**src/rtl/sa_feeder_3x3_if.sv**
```systemverilog
// Write/start port and skewed-feed outputs between the operand feeder and its
// host/array. The master drives the writes and start; the slave is the feeder.
interface sa_feeder_3x3_if #(
  parameter int DW = 8
);
  logic          wr_en;
  logic          wr_sel;
  logic [3:0]    wr_addr;
  logic [DW-1:0] wr_data;
  logic          start;
  logic          busy;
  logic          pe_en;
  logic          done;
  logic [DW-1:0] A_out_1, A_out_2, A_out_3;
  logic [DW-1:0] B_out_1, B_out_2, B_out_3;

  modport master (
    output wr_en, wr_sel, wr_addr, wr_data, start,
    input  busy, pe_en, done, A_out_1, A_out_2, A_out_3, B_out_1, B_out_2, B_out_3
  );

  modport slave (
    input  wr_en, wr_sel, wr_addr, wr_data, start,
    output busy, pe_en, done, A_out_1, A_out_2, A_out_3, B_out_1, B_out_2, B_out_3
  );
endinterface

```
**src/rtl/sa_feeder_3x3.sv**
```systemverilog
// Holds a 3x3 A and B operand pair and streams them diagonally skewed into a
// 3x3 systolic array, then pulses done after a fixed drain interval.
module sa_feeder_3x3 #(
  parameter int DW        = 8,
  parameter int DRAIN_CYC = 3
) (
  input  logic           clk,
  input  logic           rst,
  sa_feeder_3x3_if.slave bus
);
  typedef enum logic [1:0] {IDLE, STREAM, DRAIN, DONE} state_t;
  localparam int DCW = $clog2(DRAIN_CYC + 1);

  state_t         state_q, state_d;
  logic [2:0]     t_q, t_d;
  logic [DCW-1:0] drain_q, drain_d;
  logic [DW-1:0]  a_q [3][3];
  logic [DW-1:0]  a_d [3][3];
  logic [DW-1:0]  b_q [3][3];
  logic [DW-1:0]  b_d [3][3];
  logic [DW-1:0]  a_out_q [3];
  logic [DW-1:0]  a_out_d [3];
  logic [DW-1:0]  b_out_q [3];
  logic [DW-1:0]  b_out_d [3];
  logic           busy_q, busy_d;
  logic           pe_en_q, pe_en_d;
  logic           done_q, done_d;

  always_comb begin
    state_d = state_q;
    t_d     = t_q;
    drain_d = drain_q;
    case (state_q)
      IDLE: begin
        if (bus.start) begin
          state_d = STREAM;
          t_d     = '0;
        end
      end
      STREAM: begin
        if (t_q == 3'd4) begin
          state_d = DRAIN;
          t_d     = '0;
          drain_d = '0;
        end else begin
          t_d = t_q + 3'd1;
        end
      end
      DRAIN: begin
        if (drain_q == DCW'(DRAIN_CYC - 1)) begin
          state_d = DONE;
          drain_d = '0;
        end else begin
          drain_d = drain_q + DCW'(1);
        end
      end
      DONE:    state_d = IDLE;
      default: state_d = IDLE;
    endcase
  end

  // Exact address match also rejects the unused indices 9..15.
  always_comb begin
    for (int r = 0; r < 3; r++) begin
      for (int c = 0; c < 3; c++) begin
        a_d[r][c] = a_q[r][c];
        b_d[r][c] = b_q[r][c];
        if (bus.wr_en && !busy_q && (bus.wr_addr == 4'(r * 3 + c))) begin
          if (bus.wr_sel) b_d[r][c] = bus.wr_data;
          else            a_d[r][c] = bus.wr_data;
        end
      end
    end
  end

  // Outputs are computed from next state and next storage so a write landing
  // on the start edge is already visible at beat 0.
  always_comb begin
    busy_d  = (state_d == STREAM) || (state_d == DRAIN);
    pe_en_d = (state_d == STREAM);
    done_d  = (state_d == DONE);
    for (int r = 0; r < 3; r++) begin
      a_out_d[r] = '0;
      b_out_d[r] = '0;
      if (state_d == STREAM) begin
        for (int k = 0; k < 3; k++) begin
          if (int'(t_d) == r + k) begin
            a_out_d[r] = a_d[r][k];
            b_out_d[r] = b_d[k][r];
          end
        end
      end
    end
  end

  always_ff @(posedge clk or negedge rst) begin
    if (!rst) begin
      state_q <= IDLE;
      t_q     <= '0;
      drain_q <= '0;
      busy_q  <= 1'b0;
      pe_en_q <= 1'b0;
      done_q  <= 1'b0;
      for (int r = 0; r < 3; r++) begin
        a_out_q[r] <= '0;
        b_out_q[r] <= '0;
        for (int c = 0; c < 3; c++) begin
          a_q[r][c] <= '0;
          b_q[r][c] <= '0;
        end
      end
    end else begin
      state_q <= state_d;
      t_q     <= t_d;
      drain_q <= drain_d;
      busy_q  <= busy_d;
      pe_en_q <= pe_en_d;
      done_q  <= done_d;
      for (int r = 0; r < 3; r++) begin
        a_out_q[r] <= a_out_d[r];
        b_out_q[r] <= b_out_d[r];
        for (int c = 0; c < 3; c++) begin
          a_q[r][c] <= a_d[r][c];
          b_q[r][c] <= b_d[r][c];
        end
      end
    end
  end

  assign bus.busy    = busy_q;
  assign bus.pe_en   = pe_en_q;
  assign bus.done    = done_q;
  assign bus.A_out_1 = a_out_q[0];
  assign bus.A_out_2 = a_out_q[1];
  assign bus.A_out_3 = a_out_q[2];
  assign bus.B_out_1 = b_out_q[0];
  assign bus.B_out_2 = b_out_q[1];
  assign bus.B_out_3 = b_out_q[2];
endmodule
```
**src/flat_wrapper.sv**
```systemverilog
// flat-port wrapper written by rule: the top's interface ports become plain ports
module sa_feeder_3x3_flat 
#(
  parameter int DW        = 8,
  parameter int DRAIN_CYC = 3
)
  (clk, rst, bus_wr_en, bus_wr_sel, bus_wr_addr, bus_wr_data, bus_start, bus_busy, bus_pe_en, bus_done, bus_A_out_1, bus_A_out_2, bus_A_out_3, bus_B_out_1, bus_B_out_2, bus_B_out_3);
  sa_feeder_3x3_if #(.DW(DW)) bus_i ();
  input  logic clk;
  input  logic rst;
  input wire logic [$bits(bus_i.wr_en)-1:0] bus_wr_en;
  input wire logic [$bits(bus_i.wr_sel)-1:0] bus_wr_sel;
  input wire logic [$bits(bus_i.wr_addr)-1:0] bus_wr_addr;
  input wire logic [$bits(bus_i.wr_data)-1:0] bus_wr_data;
  input wire logic [$bits(bus_i.start)-1:0] bus_start;
  output wire logic [$bits(bus_i.busy)-1:0] bus_busy;
  output wire logic [$bits(bus_i.pe_en)-1:0] bus_pe_en;
  output wire logic [$bits(bus_i.done)-1:0] bus_done;
  output wire logic [$bits(bus_i.A_out_1)-1:0] bus_A_out_1;
  output wire logic [$bits(bus_i.A_out_2)-1:0] bus_A_out_2;
  output wire logic [$bits(bus_i.A_out_3)-1:0] bus_A_out_3;
  output wire logic [$bits(bus_i.B_out_1)-1:0] bus_B_out_1;
  output wire logic [$bits(bus_i.B_out_2)-1:0] bus_B_out_2;
  output wire logic [$bits(bus_i.B_out_3)-1:0] bus_B_out_3;
  assign bus_i.wr_en = bus_wr_en;
  assign bus_i.wr_sel = bus_wr_sel;
  assign bus_i.wr_addr = bus_wr_addr;
  assign bus_i.wr_data = bus_wr_data;
  assign bus_i.start = bus_start;
  assign bus_busy = bus_i.busy;
  assign bus_pe_en = bus_i.pe_en;
  assign bus_done = bus_i.done;
  assign bus_A_out_1 = bus_i.A_out_1;
  assign bus_A_out_2 = bus_i.A_out_2;
  assign bus_A_out_3 = bus_i.A_out_3;
  assign bus_B_out_1 = bus_i.B_out_1;
  assign bus_B_out_2 = bus_i.B_out_2;
  assign bus_B_out_3 = bus_i.B_out_3;
  sa_feeder_3x3 #(.DW(DW), .DRAIN_CYC(DRAIN_CYC)) u_core (.clk(clk), .rst(rst), .bus(bus_i));
endmodule
```
**config.mk**
```make
export PLATFORM = sky130hd
export DESIGN_NAME = sa_feeder_3x3_flat
export DESIGN_NICKNAME = d
export VERILOG_FILES = /design/src/rtl/sa_feeder_3x3_if.sv /design/src/rtl/sa_feeder_3x3.sv /design/src/flat_wrapper.sv
export SDC_FILE = /design/constraint.sdc
export NUM_CORES = 1
export LEC_CHECK = 0
export BUFFER_PORTS_ARGS = -buffer_cell sky130_fd_sc_hd__buf_2
export CORE_MARGIN = 8
export CORE_UTILIZATION = 40
export CTS_CLUSTER_SIZE = 14
export DETAILED_ROUTE_END_ITERATION = 16
export GPL_TIMING_DRIVEN = 0
export HOLD_SLACK_MARGIN = 0.08
export PLACE_DENSITY_LB_ADDON = 0.15
export REMOVE_ABC_BUFFERS = 1
export SYNTH_ARGS = -nofsm -noshare
export SYNTH_HDL_FRONTEND = slang
export SYNTH_SLANG_ARGS = --single-unit
export TNS_END_PERCENT = 50
```
**constraint.sdc**
```tcl
create_clock -name clk -period 4.2 [get_ports clk]
set_input_delay 0.63 -clock clk [delete_from_list [all_inputs] [get_ports clk]]
set_output_delay 0.63 -clock clk [all_outputs]
set_load 0.005 [all_outputs]
```
==> results of run 1 <==
flip-flops by register name, summed over array words and instances (netlist names):
name	count
u_core.a_q	72
u_core.b_q	72
u_core.bus.A_out_1	8
u_core.bus.A_out_2	8
u_core.bus.A_out_3	8
u_core.bus.B_out_1	8
u_core.bus.B_out_2	8
u_core.bus.B_out_3	8
u_core.bus.busy	1
u_core.bus.done	1
u_core.bus.pe_en	1
u_core.drain_q	2
u_core.state_q	2
u_core.t_q	3
worst max path at each step:
stage	slack [ns]	end	startpoint	depth (start not counted)
2_1_floorplan	0.65	u_core.bus.A_out_3[7]	bus_wr_addr[2]	5
3_3_place_gp	-1.11	u_core.bus.A_out_3[3]	bus_wr_addr[2]	6
3_5_place_dp	0.43	u_core.bus.A_out_1[2]	bus_start	7
4_1_cts	0.40	u_core.bus.A_out_1[2]	u_core.t_q[0]	9
5_1_grt	0.16	u_core.bus.A_out_1[2]	u_core.t_q[0]	9
6_report	0.39	u_core.bus.A_out_1[4]	u_core.t_q[0]	9
kinds of logic after synthesis:
group	after synthesis	synth area share, %
buf+inv	85	4.06
flops	202	58.5
compound gates	128	9.69
simple gates	190	11.6
fa+ha+maj	4	0.580
mux	121	15.5
Yosys cell counts (all sizes together) (12+ instances only):
library cell,count
clkbuf,38
a31oi,16
nor2,37
mux2,104
nor3,36
o21ai,32
mux2i,17
inv,25
nand2,33
buf,22
nand3,41
a21oi,33
nand4,12
dfrtp,202
a41oi,16
layout make-up:
class / count / area (sq um) / area share [%]
clock buffers: 36 / 694 / 6.97
clock inverters: 5 / 52.6 / 0.527
inverters: 25 / 93.8 / 0.942
multi-input cells: 443 / 3260 / 32.7
flip-flops and latches: 202 / 5050 / 50.7
well taps: 275 / 344 / 3.45
repair buffers: 74 / 469 / 4.71
routing by layer:
metal	vias up	share of wire, %	track usage (%)	routed length [microns]
li1	2708	-	-	-
met1	3138	45	22.6	9870
met2	168	48	27.6	10600
met3	37	5.0	2.53	1100
met4	0	2.3	4.88	514
met5	-	0	0	0
cells in the final DEF (no fill, tap or decap), types with 9 or more instances in the layout:
cell and count:
sky130_fd_sc_hd__o31ai_1 9, sky130_fd_sc_hd__dfrtp_1 202, sky130_fd_sc_hd__nor2_1 35, sky130_fd_sc_hd__a31oi_1 16
sky130_fd_sc_hd__mux2_2 104, sky130_fd_sc_hd__o21ai_0 28, sky130_fd_sc_hd__nand3_1 41, sky130_fd_sc_hd__nand4_1 11
sky130_fd_sc_hd__buf_2 66, sky130_fd_sc_hd__inv_1 22, sky130_fd_sc_hd__mux2i_1 17, sky130_fd_sc_hd__a21oi_1 33
sky130_fd_sc_hd__a41oi_1 16, sky130_fd_sc_hd__clkbuf_16 23, sky130_fd_sc_hd__nand2_1 33, sky130_fd_sc_hd__nor3_1 34
report_power, final:
group / switching, mW / internal (mW) / total (mW)
clock: 0.748 / 1.19 / 1.94
sequential: 0.138 / 2.37 / 2.51
combinational: 1.79 / 0.981 / 2.77
total: 2.67 / 4.54 / 7.21
worst max-delay path, stage by stage, from the launching register on:
cell and delay (ns):
sky130_fd_sc_hd__dfrtp_1 0.38, sky130_fd_sc_hd__inv_1 0.08, sky130_fd_sc_hd__ha_1 0.23, sky130_fd_sc_hd__nand3_1 0.14, sky130_fd_sc_hd__inv_1 0.07, sky130_fd_sc_hd__o32ai_1 0.21
sky130_fd_sc_hd__ha_1 0.83, sky130_fd_sc_hd__nand2_1 0.78, sky130_fd_sc_hd__buf_16 0.40, sky130_fd_sc_hd__nor4_1 0.52
==> impl_results.md, run 1 <==
- Post-route clock skew: 0.0161 ns
- Count of endpoints failing setup in the final report: 0
- Cell variety after synth: 46
- Worst-margin pin slew: 0.945 ns
- Required time worst endpoint: 4.53 ns
- Number of sinks handled by clock tree synthesis: 202
- Net count reported at finish: 790
- Netlist area before placement: 8640 sq um
- Top fanout value on the critical path: 18
- Worst ir drop on vdd: 450 uV
- Tightest Hold Check Type: in2async
- Non-filler instance count after layout: 1060
- Post-detailed-route count of antenna-violating nets: 0
- Routability cong.: 0.764
- Final number of max-transition violations: 0
- Number of buffers added on ports: 67
- Floorplan core area: 21100 sq um
- Normalized max-slew margin: 36.8%
- Hold Worst Slack: 0.122 ns
- Wire length of the first global-routing pass: 35400 microns
- Final worst slack: 0.393 ns
- Post-Synthesis Cells: 730
- Placed inst area: 9210 sq um
- Routed wire length: 22000 microns
- Run status: completed
- Design area: 9970 sq um
- Number of placement rows: 53
- Number of ports placed on the die boundary: 68
- Fraction of layout cells with a size suffix above 1: 29.4%
- Yosys synthesis warning count: 0
- Initial core utilization: 41.0%
- Estimated wirelength of the detail-placed design: 13400 microns
- TritonCTS clock tree: done
- DR vias/cell: 5.71
- Part of the Yosys area used for sequential elements: 58.5%
- Clock input transition at the sequential cells of the worst setup and hold paths: 0.06 ns
- Critical register-to-register path endpoint: u_core.bus.A_out_1[4]
- Signal arrival time at the worst endpoint: 4.13 ns
- Fill cell count: 1962
- Pleak: 4.96 nW
- Number of cells upsized or downsized after cts: 0
- Hold-fix buffers at CTS: 0
- Die height: 163 microns
- Final Hold Vio Count: 0
- Sort of element at the start of the critical path: register
- Inserted Clock Buffers: 23
- Clk buf depth: 3
- Top cells by area, synth: sky130_fd_sc_hd__dfrtp_1, sky130_fd_sc_hd__mux2_2, sky130_fd_sc_hd__nand3_1
- Setup repair after global routing missed its margin: no
- Fmax: 263 MHz
- R2R Path Start: u_core.t_q[0]
- Type of the setup path with the least slack: reg2reg
- Most common flop cell mapped by yosys: sky130_fd_sc_hd__dfrtp_1
- Crit. End Element: register
- Total of flip-flops plus latches after synthesis: 202
- Post-synth top area cell: sky130_fd_sc_hd__dfrtp_1
- Number of enable flip-flop cells after synthesis: 0
- Number of cell instances on the worst register-to-register path: 9
- Number of levels in the clock H-tree: 1
- Full die area: 26500 sq um
- Synth async-reset ratio: 100%
- Area share of the leading cell type in the synthesized netlist: 58.5%
- Fin Setup TNS: 0 ns
- Tot GR Track Use: 16.8%
- Period Utilization, post-route: 90.7%
- First DRT Iteration DRCs: 419
- Number of global-route vias before repair: 6419
- Remaining design rule violation count: 0
- Clock insertion delay at the later pin of the skew report: 0.49 ns
- Worst slack after detailed placement: 0.435 ns
- Initial antenna violation count: 0
- Library cell used as clock root buffer: sky130_fd_sc_hd__clkbuf_16
- Final worst path period need: 3.81 ns
- Power per unit of standard cell area: 724 nW/um^2
- Number of antenna repair diodes: 0
- Routed wire per std cell: 20.8 microns
- Post-synthesis average cell area: 11.8 sq um
- Postcts setup bufs: 0
- Worst-case register-to-register setup slack: 0.39 ns
- Number of placed cells counting well taps: 1018
- Die extent in x: 163 microns
- Sum of overflow across all layers after global routing: 0
- Max-cap violation count: 0
- Number of detailed-routing iterations run before antenna repair: 4
- Via Count: 6051
- Final Power: 7.21 mW
- Share of the core filled with cells: 47.3%
- Maximum number of pins on one net before global-route repair: 115
- Layout Area Growth over Synthesis: 15.4%
Note: power is estimated with default switching activity, not from simulation.
==> run 2, diff against run 1 <==
CELL_PAD_IN_SITES_DETAIL_PLACEMENT = 0   (was default)
CELL_PAD_IN_SITES_GLOBAL_PLACEMENT = 1   (was default)
==> run 2 against run 1 <==
Against the previous run: combinational power shrank 4%; first-iteration DRC count shrank 17%; register-to-register slack gained 0.24 ns; setup slack gained 0.24 ns; sequential cell count is the same; maximum frequency grew 6.8%; cell area shrank 0.63%; clock skew shrank 0.0018 ns; via count shrank 0.81%; critical endpoint is now u_core.bus.A_out_1[7].
==> impl_results.md, run 2 (synthesis gave the netlist of run 1 again) <==
- Family with the most delay on the worst path: simple AND/OR/NAND/NOR gates
- Worst-case register-to-register setup slack: 0.64 ns
- Sum of overflow across all layers after global routing: 0
- Number of detailed-routing iterations run before antenna repair: 4
- Postcts setup bufs: 0
- Via Count: 6002
- Leading cell types in the layout, fill and taps excluded: sky130_fd_sc_hd__dfrtp_1, sky130_fd_sc_hd__mux2_2, sky130_fd_sc_hd__buf_2
- Placed inst area: 9180 sq um
- Top fanout value on the critical path: 32
- Maximum number of pins on one net before global-route repair: 118
- Final worst path period need: 3.56 ns
- Post-route clock skew: 0.0143 ns
- Number of levels in the clock H-tree: 1
- Routed wire per std cell: 20.9 microns
- DR vias/cell: 5.68
- Fill cell count: 1959
- Sort of element at the start of the critical path: register
- Standard cell with the maximum stage delay on the critical path: sky130_fd_sc_hd__ha_1
- Hold-fix buffers at CTS: 0
- Sequential cell area: 5050 sq um
- Maximum cell stage delay along the critical path: 0.83 ns
- Final worst slack: 0.635 ns
- Hold Worst Slack: 0.214 ns
- Cells along the critical path: inv_1 -> ha_1 -> nand3_1 -> inv_1 -> o32ai_1 -> ha_1 -> nand2_2 -> nor4_1
- Worst slack after detailed placement: 0.499 ns
- Setup repair after global routing missed its margin: no
- Die extent in x: 163 microns
- Design area: 9900 sq um
- Normalized max-slew margin: 36.4%
- Fmax: 281 MHz
- Number of placed cells counting well taps: 1017
- Signal arrival time at the worst endpoint: 3.89 ns
- Non-filler instance count after layout: 1057
- Fin Setup TNS: 0 ns
- First DRT Iteration DRCs: 346
- Required time worst endpoint: 4.53 ns
- Die height: 163 microns
- Floorplan core area: 21100 sq um
- Run status: completed
- Inserted Clock Buffers: 22
- Number of buffers added on ports: 67
- Number of cell instances on the worst register-to-register path: 8
- Pleak: 4.94 nW
- Wire length of the first global-routing pass: 35800 microns
- Library cell used as clock root buffer: sky130_fd_sc_hd__clkbuf_16
- Type of the setup path with the least slack: reg2reg
- Worst ir drop on vdd: 305 uV
- Tot GR Track Use: 16.9%
- Full die area: 26500 sq um
- Count of endpoints failing setup in the final report: 0
- Worst-margin pin slew: 0.947 ns
- Number of global-route vias before repair: 6373
- Share of the core filled with cells: 47.0%
- Tightest Hold Check Type: in2async
- Number of placement rows: 53
- Routed wire length: 22100 microns
- Most common cell after layout, fill and taps aside: sky130_fd_sc_hd__dfrtp_1
- Number of sinks handled by clock tree synthesis: 202
- Number of cells upsized or downsized after cts: 0
- Final number of max-transition violations: 0
- Total buffers and inverters traversed by the critical path: 2
- Final Hold Vio Count: 0
- Clock insertion delay at the later pin of the skew report: 0.50 ns
- Area used by multi-input combinational logic: 3260 sq um
- Critical register-to-register path endpoint: u_core.bus.A_out_1[7]
- R2R Path Start: u_core.t_q[1]
- Clk buf depth: 3
- Layout Area Growth over Synthesis: 14.7%
- Remaining design rule violation count: 0
- WP depth: 8
- Clock input transition at the sequential cells of the worst setup and hold paths: 0.06 ns
- Initial core utilization: 41.0%
- Number of ports placed on the die boundary: 68
- TritonCTS clock tree: done
- Period Utilization, post-route: 84.9%
- Routability cong.: 0.720
- Crit. End Element: register
- Post-detailed-route count of antenna-violating nets: 0
- Net count reported at finish: 788
- Estimated wirelength of the detail-placed design: 13300 microns
- Largest regs: u_core.a_q (72), u_core.b_q (72)
- Fraction of layout cells with a size suffix above 1: 29.4%
- Initial antenna violation count: 0
- Power per unit of standard cell area: 712 nW/um^2
- Number of antenna repair diodes: 0
- Max-cap violation count: 0
- Final Power: 7.05 mW
[run 2: cell count changes in the layout (fill, tap and decap cells not counted)]
cell | before | now
sky130_fd_sc_hd__nand2_1 | 33 | 32
sky130_fd_sc_hd__nand2_2 | 0 | 1
sky130_fd_sc_hd__buf_16 | 3 | 2
sky130_fd_sc_hd__buf_8 | 1 | 2
sky130_fd_sc_hd__clkbuf_8 | 7 | 4
sky130_fd_sc_hd__clkbuf_1 | 6 | 5
sky130_fd_sc_hd__buf_4 | 1 | 2
sky130_fd_sc_hd__buf_6 | 3 | 1
sky130_fd_sc_hd__clkinvlp_4 | 1 | 0
sky130_fd_sc_hd__clkinv_2 | 3 | 6
[run 2: per-layer routing]
layer	track usage [%]	wire [microns]	vias to the layer above	share of wire, %
li1	-	-	2716	-
met1	23.2	10200	3108	46
met2	27.1	10400	143	47
met3	2.58	1030	35	4.7
met4	5.17	508	0	2.3
met5	0	0	-	0
[run 2: final cells by class]
class | count | share of cell area (%)
clock buffers | 32 | 6.56
repair buffers | 73 | 4.46
flip-flops and latches | 202 | 51.0
well taps | 275 | 3.47
clock inverters | 7 | 0.606
multi-input cells | 443 | 32.9
inverters | 25 | 0.948
[run 2: how the worst max path moves through the flow]
stage	from	end
2_1_floorplan	bus_wr_addr[2]	u_core.bus.A_out_3[7]
3_3_place_gp	bus_wr_addr[2]	u_core.bus.A_out_3[7]
3_5_place_dp	u_core.t_q[0]	u_core.bus.B_out_3[4]
4_1_cts	u_core.t_q[0]	u_core.bus.B_out_3[4]
5_1_grt	u_core.t_q[0]	u_core.bus.A_out_1[7]
6_report	u_core.t_q[1]	u_core.bus.A_out_1[7]
[run 2: power by group]
part / leakage, nW / internal, mW / switching [mW] / total [mW]
sequential: 2.73 / 2.37 / 0.139 / 2.51
combinational: 1.85 / 0.923 / 1.75 / 2.67
clock: 0.356 / 1.13 / 0.744 / 1.87
